$ cat config.mk
export PLATFORM = sky130hd
export DESIGN_NAME = uart_tx_feeder
export DESIGN_NICKNAME = d
export VERILOG_FILES = /design/src/rtl/uart_tx_feeder.sv
export SDC_FILE = /design/constraint.sdc
export NUM_CORES = 1
export LEC_CHECK = 0
export CAP_MARGIN = 25
export CORE_AREA = 2 2 121 123
export CTS_CLUSTER_DIAMETER = 120
export DETAILED_ROUTE_END_ITERATION = 8
export DIE_AREA = 0 0 123 125
export GPL_ROUTABILITY_DRIVEN = 0
export MAX_ROUTING_LAYER = met4
export PLACE_DENSITY_LB_ADDON = 0.2
export SLEW_MARGIN = 10
export SYNTH_ARGS = -nofsm -noshare
export SYNTH_HDL_FRONTEND = slang
export SYNTH_SLANG_ARGS = --single-unit
$ cat constraint.sdc
create_clock -name clk -period 3.7 [get_ports clk]
set_input_delay 0.37 -clock clk [delete_from_list [all_inputs] [get_ports clk]]
set_output_delay 0.37 -clock clk [all_outputs]
set_load 0.005 [all_outputs]
$ cat src/rtl/uart_tx_feeder.sv
// rtl/uart_tx_feeder.sv - byte FIFO and frame scheduler feeding the board UART transmitter
module uart_tx_feeder #(
    parameter int BAUD_CNT_MAX = 5207,
    parameter int DEPTH        = 16
) (
    input  logic                       clk,
    input  logic                       reset_n,
    input  logic [7:0]                 in_data,
    input  logic                       in_valid,
    output logic                       in_ready,
    output logic [7:0]                 tx_data,
    output logic                       tx_en,
    output logic                       busy,
    output logic [$clog2(DEPTH):0]     fifo_level,
    output logic                       overflow,
    input  logic                       clr_overflow
);

    // Ten bits on the line plus one bit of slack for the transmitter's
    // start-up latency, so a frame always finishes its stop bit before
    // the next tx_en.
    localparam int FRAME_CYCLES = 11 * BAUD_CNT_MAX;
    localparam int PTR_W        = $clog2(DEPTH);
    localparam int LVL_W        = PTR_W + 1;
    localparam int GAP_W        = $clog2(FRAME_CYCLES);

    localparam logic [LVL_W-1:0] LVL_FULL = LVL_W'(DEPTH);
    localparam logic [LVL_W-1:0] LVL_ZERO = '0;
    localparam logic [GAP_W-1:0] GAP_LAST = GAP_W'(FRAME_CYCLES - 1);

    typedef enum logic {
        S_IDLE = 1'b0,
        S_WAIT = 1'b1
    } state_t;

    // FIFO storage and bookkeeping
    logic [7:0]       r_mem [DEPTH];
    logic [PTR_W-1:0] r_wr_ptr;
    logic [PTR_W-1:0] r_rd_ptr;
    logic [LVL_W-1:0] r_level;
    logic             r_overflow;

    // Frame scheduler state
    state_t           r_state;
    state_t           w_state_nxt;
    logic [GAP_W-1:0] r_gap;
    logic [GAP_W-1:0] w_gap_nxt;
    logic [7:0]       r_tx_data;
    logic [7:0]       w_tx_data_nxt;
    logic             r_tx_en;
    logic             w_tx_en_nxt;

    // Handshake decode
    logic             w_not_full;
    logic             w_not_empty;
    logic             w_wr;
    logic             w_pop;
    logic             w_reject;

    assign w_not_full  = (r_level != LVL_FULL);
    assign w_not_empty = (r_level != LVL_ZERO);
    assign w_wr        = in_valid && w_not_full;
    assign w_reject    = in_valid && !w_not_full;

    assign in_ready    = w_not_full;
    assign tx_data     = r_tx_data;
    assign tx_en       = r_tx_en;
    assign busy        = (r_state == S_WAIT) || w_not_empty;
    assign fifo_level  = r_level;
    assign overflow    = r_overflow;

    // Storage write; contents need no reset since the pointers define validity.
    always_ff @(posedge clk) begin
        if (w_wr) begin
            r_mem[r_wr_ptr] <= in_data;
        end
    end

    // Pointer advance on write and pop; natural wrap at DEPTH.
    always_ff @(posedge clk or negedge reset_n) begin
        if (!reset_n) begin
            r_wr_ptr <= '0;
            r_rd_ptr <= '0;
        end else begin
            if (w_wr) begin
                r_wr_ptr <= r_wr_ptr + 1'b1;
            end
            if (w_pop) begin
                r_rd_ptr <= r_rd_ptr + 1'b1;
            end
        end
    end

    // Occupancy up/down counter; a simultaneous write and pop leaves it unchanged.
    always_ff @(posedge clk or negedge reset_n) begin
        if (!reset_n) begin
            r_level <= '0;
        end else begin
            case ({w_wr, w_pop})
                2'b10:   r_level <= r_level + 1'b1;
                2'b01:   r_level <= r_level - 1'b1;
                default: r_level <= r_level;
            endcase
        end
    end

    // Sticky overflow flag; a new rejected byte beats a clear in the same cycle.
    always_ff @(posedge clk or negedge reset_n) begin
        if (!reset_n) begin
            r_overflow <= 1'b0;
        end else if (w_reject) begin
            r_overflow <= 1'b1;
        end else if (clr_overflow) begin
            r_overflow <= 1'b0;
        end
    end

    // Scheduler state, guard counter and transmitter-facing registers.
    always_ff @(posedge clk or negedge reset_n) begin
        if (!reset_n) begin
            r_state   <= S_IDLE;
            r_gap     <= '0;
            r_tx_data <= 8'h00;
            r_tx_en   <= 1'b0;
        end else begin
            r_state   <= w_state_nxt;
            r_gap     <= w_gap_nxt;
            r_tx_data <= w_tx_data_nxt;
            r_tx_en   <= w_tx_en_nxt;
        end
    end

    // Next-state: pop and launch a frame from IDLE, then count out the guard time.
    always_comb begin
        w_state_nxt   = r_state;
        w_gap_nxt     = r_gap;
        w_tx_data_nxt = r_tx_data;
        w_tx_en_nxt   = 1'b0;
        w_pop         = 1'b0;
        case (r_state)
            S_IDLE: begin
                if (w_not_empty) begin
                    w_pop         = 1'b1;
                    w_tx_data_nxt = r_mem[r_rd_ptr];
                    w_tx_en_nxt   = 1'b1;
                    w_gap_nxt     = '0;
                    w_state_nxt   = S_WAIT;
                end
            end
            S_WAIT: begin
                w_gap_nxt = r_gap + 1'b1;
                if (r_gap == GAP_LAST) begin
                    w_state_nxt = S_IDLE;
                end
            end
            default: begin
                w_state_nxt = S_IDLE;
            end
        endcase
    end

endmodule
# Word level (Yosys, flattened, before mapping)
# Memories as Yosys holds them, arrays and structs flattened. A register that Yosys moved wholly into a read port is not among the register bits.
# Index checks and enable logic that the tools add are counted.
[classes]
addsub = 5
eq_ne = 5
muxes = 11
n_bitwise = 1
n_reduce_logical = 9
[op_table]
columns = ["cell", "n"]
rows = [
  ["case mux 16 bit (2 select lines)", 1],
  ["adder 16 x 1 -> 16 bit (second input constant)", 1],
  ["equality test 16 bit (second input constant)", 1],
  ["2-to-1 mux 16 bit", 1],
  ["case mux 5 bit (2 select lines)", 1],
  ["adder 4 x 1 -> 4 bit (second input constant)", 2],
  ["2-to-1 mux 1 bit", 7],
  ["adder 5 x 1 -> 5 bit (second input constant)", 1],
  ["inequality test 5 bit (second input constant)", 1],
  ["nonzero test 5 bit", 1],
  ["subtractor 5 x 1 -> 5 bit (second input constant)", 1],
  ["nonzero test 2 bit", 2],
  ["equality test 2 x 1 -> 1 bit (second input constant)", 1],
  ["equality test 2 bit (second input constant)", 1],
  ["logical AND 1 bit", 2],
  ["logical NOT 1 bit", 2],
  ["inequality test 2 bit (second input constant)", 1],
  ["case mux 1 bit (2 select lines)", 1],
  ["AND reduction 2 bit", 1],
  ["logical OR 1 bit", 1],
  ["NOT 1 bit", 1],
]
[word_totals]
register_bits = 32
ram_bits = 128
inputBits = 12
n_memories = 1
[memory_table]
columns = ["memory", "depth", "word_bits", "rd", "rd_ports_with_merged_regs", "wr", "line_no", "text"]
rows = [
  ["r_mem", 16, 8, 1, 1, 1, "37", "logic [7:0] r_mem [DEPTH];"],
]

# Longest topological paths before layout
[depth]
word_depth = 5
depth_mapped = 13
ltp_nobuf = 10

# Worst setup path after synthesis
# Ideal clock, no wire load.
[synth_path]
kind = "flip-flop to flip-flop"
from = "register r_level[2], in the netlist fifo_level[2]"
to = "register r_level[4], in the netlist fifo_level[4]"
setup_ps = 125
arrival_ps = 2710
t_required_ps = 3575
setup_slack_ps = 865
stages_incl_launch_ff = 14
period_less_slack_ps = 2835
path_cell_list = "dfrtp_1 > buf_6 > or4_4 > o21ai_4 > inv_2 > buf_2 > ha_1 > clkbuf_1 > xor2_1 > ha_1 > a21o_1 > a21oi_1 > nor3_1 > xnor2_1"
[synth_between]
elab_chain_len = 5
elab_cells_between_ends = 11
[synth_rtl]
columns = ["item", "line_no", "text"]
rows = [
  ["from (decl)", "40", "logic [LVL_W-1:0] r_level;"],
  ["from (signal assigned)", "100", "2'b10: r_level <= r_level + 1'b1;"],
  ["from (signal assigned)", "101", "2'b01: r_level <= r_level - 1'b1;"],
  ["from (signal assigned)", "102", "default: r_level <= r_level;"],
  ["nonzero test 5 bit *", "61", "assign w_not_empty = (r_level != LVL_ZERO);"],
  ["2-to-1 mux 1 bit *", "142", "if (w_not_empty) begin"],
  ["2-to-1 mux 1 bit *", "140", "case (r_state)"],
  ["named net w_pop", "57", "logic w_pop;"],
  ["equality test 2 x 1 -> 1 bit / equality test 2 bit (equally long branches)", "99", "case ({w_wr, w_pop})"],
  ["case mux 5 bit (2 select lines) / nonzero test 2 bit (equally long branches)", "-", ""],
]
# Mark *: on every way through the listed nets, which the timed path passes. The rest lies on a longest branch.
# A chain may end at the register's enable or synchronous reset.

# Final worst setup path
[layout_path]
from = "register r_level[2], in the netlist fifo_level[2]"
to = "register r_level[2], in the netlist fifo_level[2]"
[layout_between]
elab_chain_len = 5
elab_cells_between_ends = 11
[layout_rtl]
columns = ["item", "line_no"]
rows = [
  ["nonzero test 5 bit", "61"],
  ["2-to-1 mux 1 bit", "142"],
  ["2-to-1 mux 1 bit", "140"],
  ["equality test 2 x 1 -> 1 bit / equality test 2 bit (equally long branches)", "99"],
  ["case mux 5 bit (2 select lines) / nonzero test 2 bit (equally long branches)", "-"],
]
# Parallel ways exist; a longest one is shown, timed or not.

==> impl_metrics.py <==
metrics = {
    "outcome": {
        "outcome": "finished clean",
    },
    "timing": {
        "hold_slack_ns": 0.0727,
        "finalWorstPathRequiredPeriod_ns": 2.99,
        "setup_violations": 0,
        "hold_viol_final": 0,
        "max_slew_margin": 0.365,
        "drv_slew": 0,
        "rsz0062_at_grt": "no",
        "tightest_slew_ns": 0.949,
        "max_freq_mhz": 335,
        "period_share": 0.807,
        "clock-skew-final_ns": 0.00737,
        "tns_ns": 0,
    },
    "clocking": {
        "cts-root-buf": "clkbuf_16",
        "clock-sinks": 168,
        "htree_num_levels": 4,
        "clk-insertion-delay-late_ns": 0.42,
        "cts_buffers": 17,
        "cts_max_path_buffers": 2,
        "path_clk_slew_ns": 0.06,
        "postCtsSetupRepairBufs": 0,
        "cts_tree": "yes",
        "cts_resized": 0,
        "cts_hold_buf": 0,
    },
    "power_and_ir_drop": {
        "p_leak_nw": 2.74,
        "power_density_mw_per_mm2": 565,
        "share_seq_of_total_power": 0.534,
        "vdd_drop_max_uv": 383,
        "comb_power_share": 0.111,
        "switching_power_w": 0.00108,
        "power_w": 0.00444,
        "power.internal_w": 0.00336,
        "power_frac_clock": 0.355,
        "swShare": 0.243,
    },
    "placement": {
        "port_buffers": 28,
        "dp_hpwl_mm": 8.13,
        "dpl-instance-area_sq_mm": 0.00733,
    },
    "synth": {
        "synth.most_common_cell": "edfxtp_1",
        "yosys-top-cells-count": "edfxtp_1 (128), dfrtp_1 (40), mux4_2 (30)",
        "synth_top_area_frac": 0.559,
        "yosys_warnings": 0,
        "syn-num-nets": 431,
        "yosys-top-cells-area": "edfxtp_1 (56%), dfrtp_1 (15%), mux4_2 (9.8%)",
        "ys_types": 44,
        "synth_top_cell_by_area": "edfxtp_1",
        "yosysSeqAreaShare": 0.705,
        "syn_avg_cell_area_sq_um": 16.8,
        "syn-instance-count": 409,
        "ys_async_sr_fraction": 0.238,
        "ys_ff_latch": 168,
        "synth_area_sq_mm": 0.00687,
        "synth-main-ff-cell": "edfxtp_1",
        "synth_edf_count": 128,
    },
    "critical_path": {
        "endpoint_kind": "register",
        "startpoint_type": "register",
        "cp-startpoint": "fifo_level[2]",
        "cp.required_ns": 4.00,
        "r2r-start": "fifo_level[2]",
        "crit_type": "reg2reg",
        "cp_max_fo": 14,
        "arrival_ns": 3.28,
        "r2r_slack_ns": 0.71,
    },
    "die": {
        "io_pins": 29,
        "fp.dieH_um": 125,
        "initial_utilization": 0.484,
        "core-area_sq_mm": 0.0142,
        "die_w_um": 123,
        "row_count": 44,
        "fp.dieArea_sq_mm": 0.0154,
    },
    "cells_and_area": {
        "num_antenna_cells": 0,
        "area_delta_synth_final_pct": 14.2,
        "final_area_sq_mm": 0.00785,
        "fillerInstances": 1142,
        "final_core_util": 0.553,
        "nNetsFinal": 465,
        "drive_above_1_share": 0.176,
    },
    "detailed_routing": {
        "drt_pass1_iterations": 4,
        "via_count": 3591,
        "routedWlPerCell_um": 20.4,
        "wirelength_mm": 13.0,
        "drc": 0,
        "wl_met3_um": 473,
        "m1WireLength_mm": 5.78,
        "dr.first_iter.drc_count": 226,
        "wl_met2_mm": 6.59,
        "routed_via_density": 5.63,
        "antenna_left": 0,
        "topRoutingLayerUsed": "met4",
    },
    "hold_path": {
        "hp-class": "in2async",
    },
    "job": {
        "drv_cap": 0,
    },
    "grt": {
        "first_global_vias": 3627,
        "overflow": 0,
        "grtUsageTotal": 0.189,
        "grt_pass1_wl_mm": 20.5,
        "antenna_found_initial": 0,
        "grt_max_degree": 41,
    },
}
## cells by family after synthesis
kind of cell | Yosys count | share of synthesized area
simple gates | 86 | 0.0621
flops | 168 | 0.705
fa+ha+maj | 10 | 0.0182
mux | 47 | 0.125
xor+xnor | 15 | 0.0191
compound gates | 51 | 0.0491
buf+inv | 32 | 0.0220
## registers in the layout, summed over array words and instances (netlist names)
register / flops
fifo_level: 5
overflow: 1
r_gap: 16
r_mem: 128
r_rd_ptr: 4
r_state: 1
r_wr_ptr: 4
tx_data: 8
tx_en: 1
## through the flow
step / setup slack [ns] / cells
6_report: 0.714 / 638
5_1_grt: 0.550 / 638
4_1_cts: 0.721 / 638
3_5_place_dp: 0.688 / 608
3_3_place_gp: 0.780 / 608
2_1_floorplan: 0.865 / 409
## cell usage in the layout (no fill, tap or decap), types with 10 or more instances in the layout
cell type and n:
edfxtp_1 128, dfrtp_1 39, mux4_2 30, clkdlybuf4s50_1 27, nand2_1 22, nor2_1 20
clkbuf_16 17, o22ai_1 14, nand3_1 12, a21oi_1 11, ha_1 10
## power by group through the flow
stage / registers, W / clock network, W / logic (W)
after floorplan: 0.00233 / 0 / 0.000360
after global placement: 0.00239 / 0 / 0.000486
after detailed placement: 0.00241 / 0 / 0.000497
after CTS: 0.00237 / 0.00161 / 0.000499
after global routing: 0.00239 / 0.00169 / 0.000543
final: 0.00237 / 0.00158 / 0.000492
## worst max-delay path, cell delays in order (launching register included)
cell     delay, ns
dfrtp_1       0.49
or4_4         0.61
o21ai_4       0.40
inv_2         0.07
ha_1          0.29
xor2_1        0.20
ha_1          0.23
a21oi_1       0.19
xor2_1        0.18
nor2_1        0.07
xor2_1        0.14
## final timing paths
| path | to | depth (start not counted) |
|---|---|---|
| max in group asynchronous | r_rd_ptr[1] | 1 |
| min reg2reg | r_gap[15] | 1 |
| min in group clk | r_gap[15] | 1 |
| min | fifo_level[4] | 1 |
| max | fifo_level[2] | 10 |
| max reg2reg | fifo_level[2] | 10 |
## routing by layer
metal | GRT usage | vias up
li1 | - | 1673
met1 | 0.244 | 1829
met4 | 0.0648 | 0
met2 | 0.295 | 74
met3 | 0.0424 | 15
met5 | - | -
## area by class of cell
cell class / instances / area [sq um] / share of cell area
flip-flops and latches: 168 / 4850 / 0.617
clock buffers: 19 / 433 / 0.0551
well taps: 184 / 230 / 0.0293
inverters: 10 / 37.5 / 0.00478
repair buffers: 37 / 343 / 0.0437
multi-input cells: 209 / 1880 / 0.239
clock inverters: 11 / 83.8 / 0.0107
No activity file was read; power rests on OpenSTA's default activity.
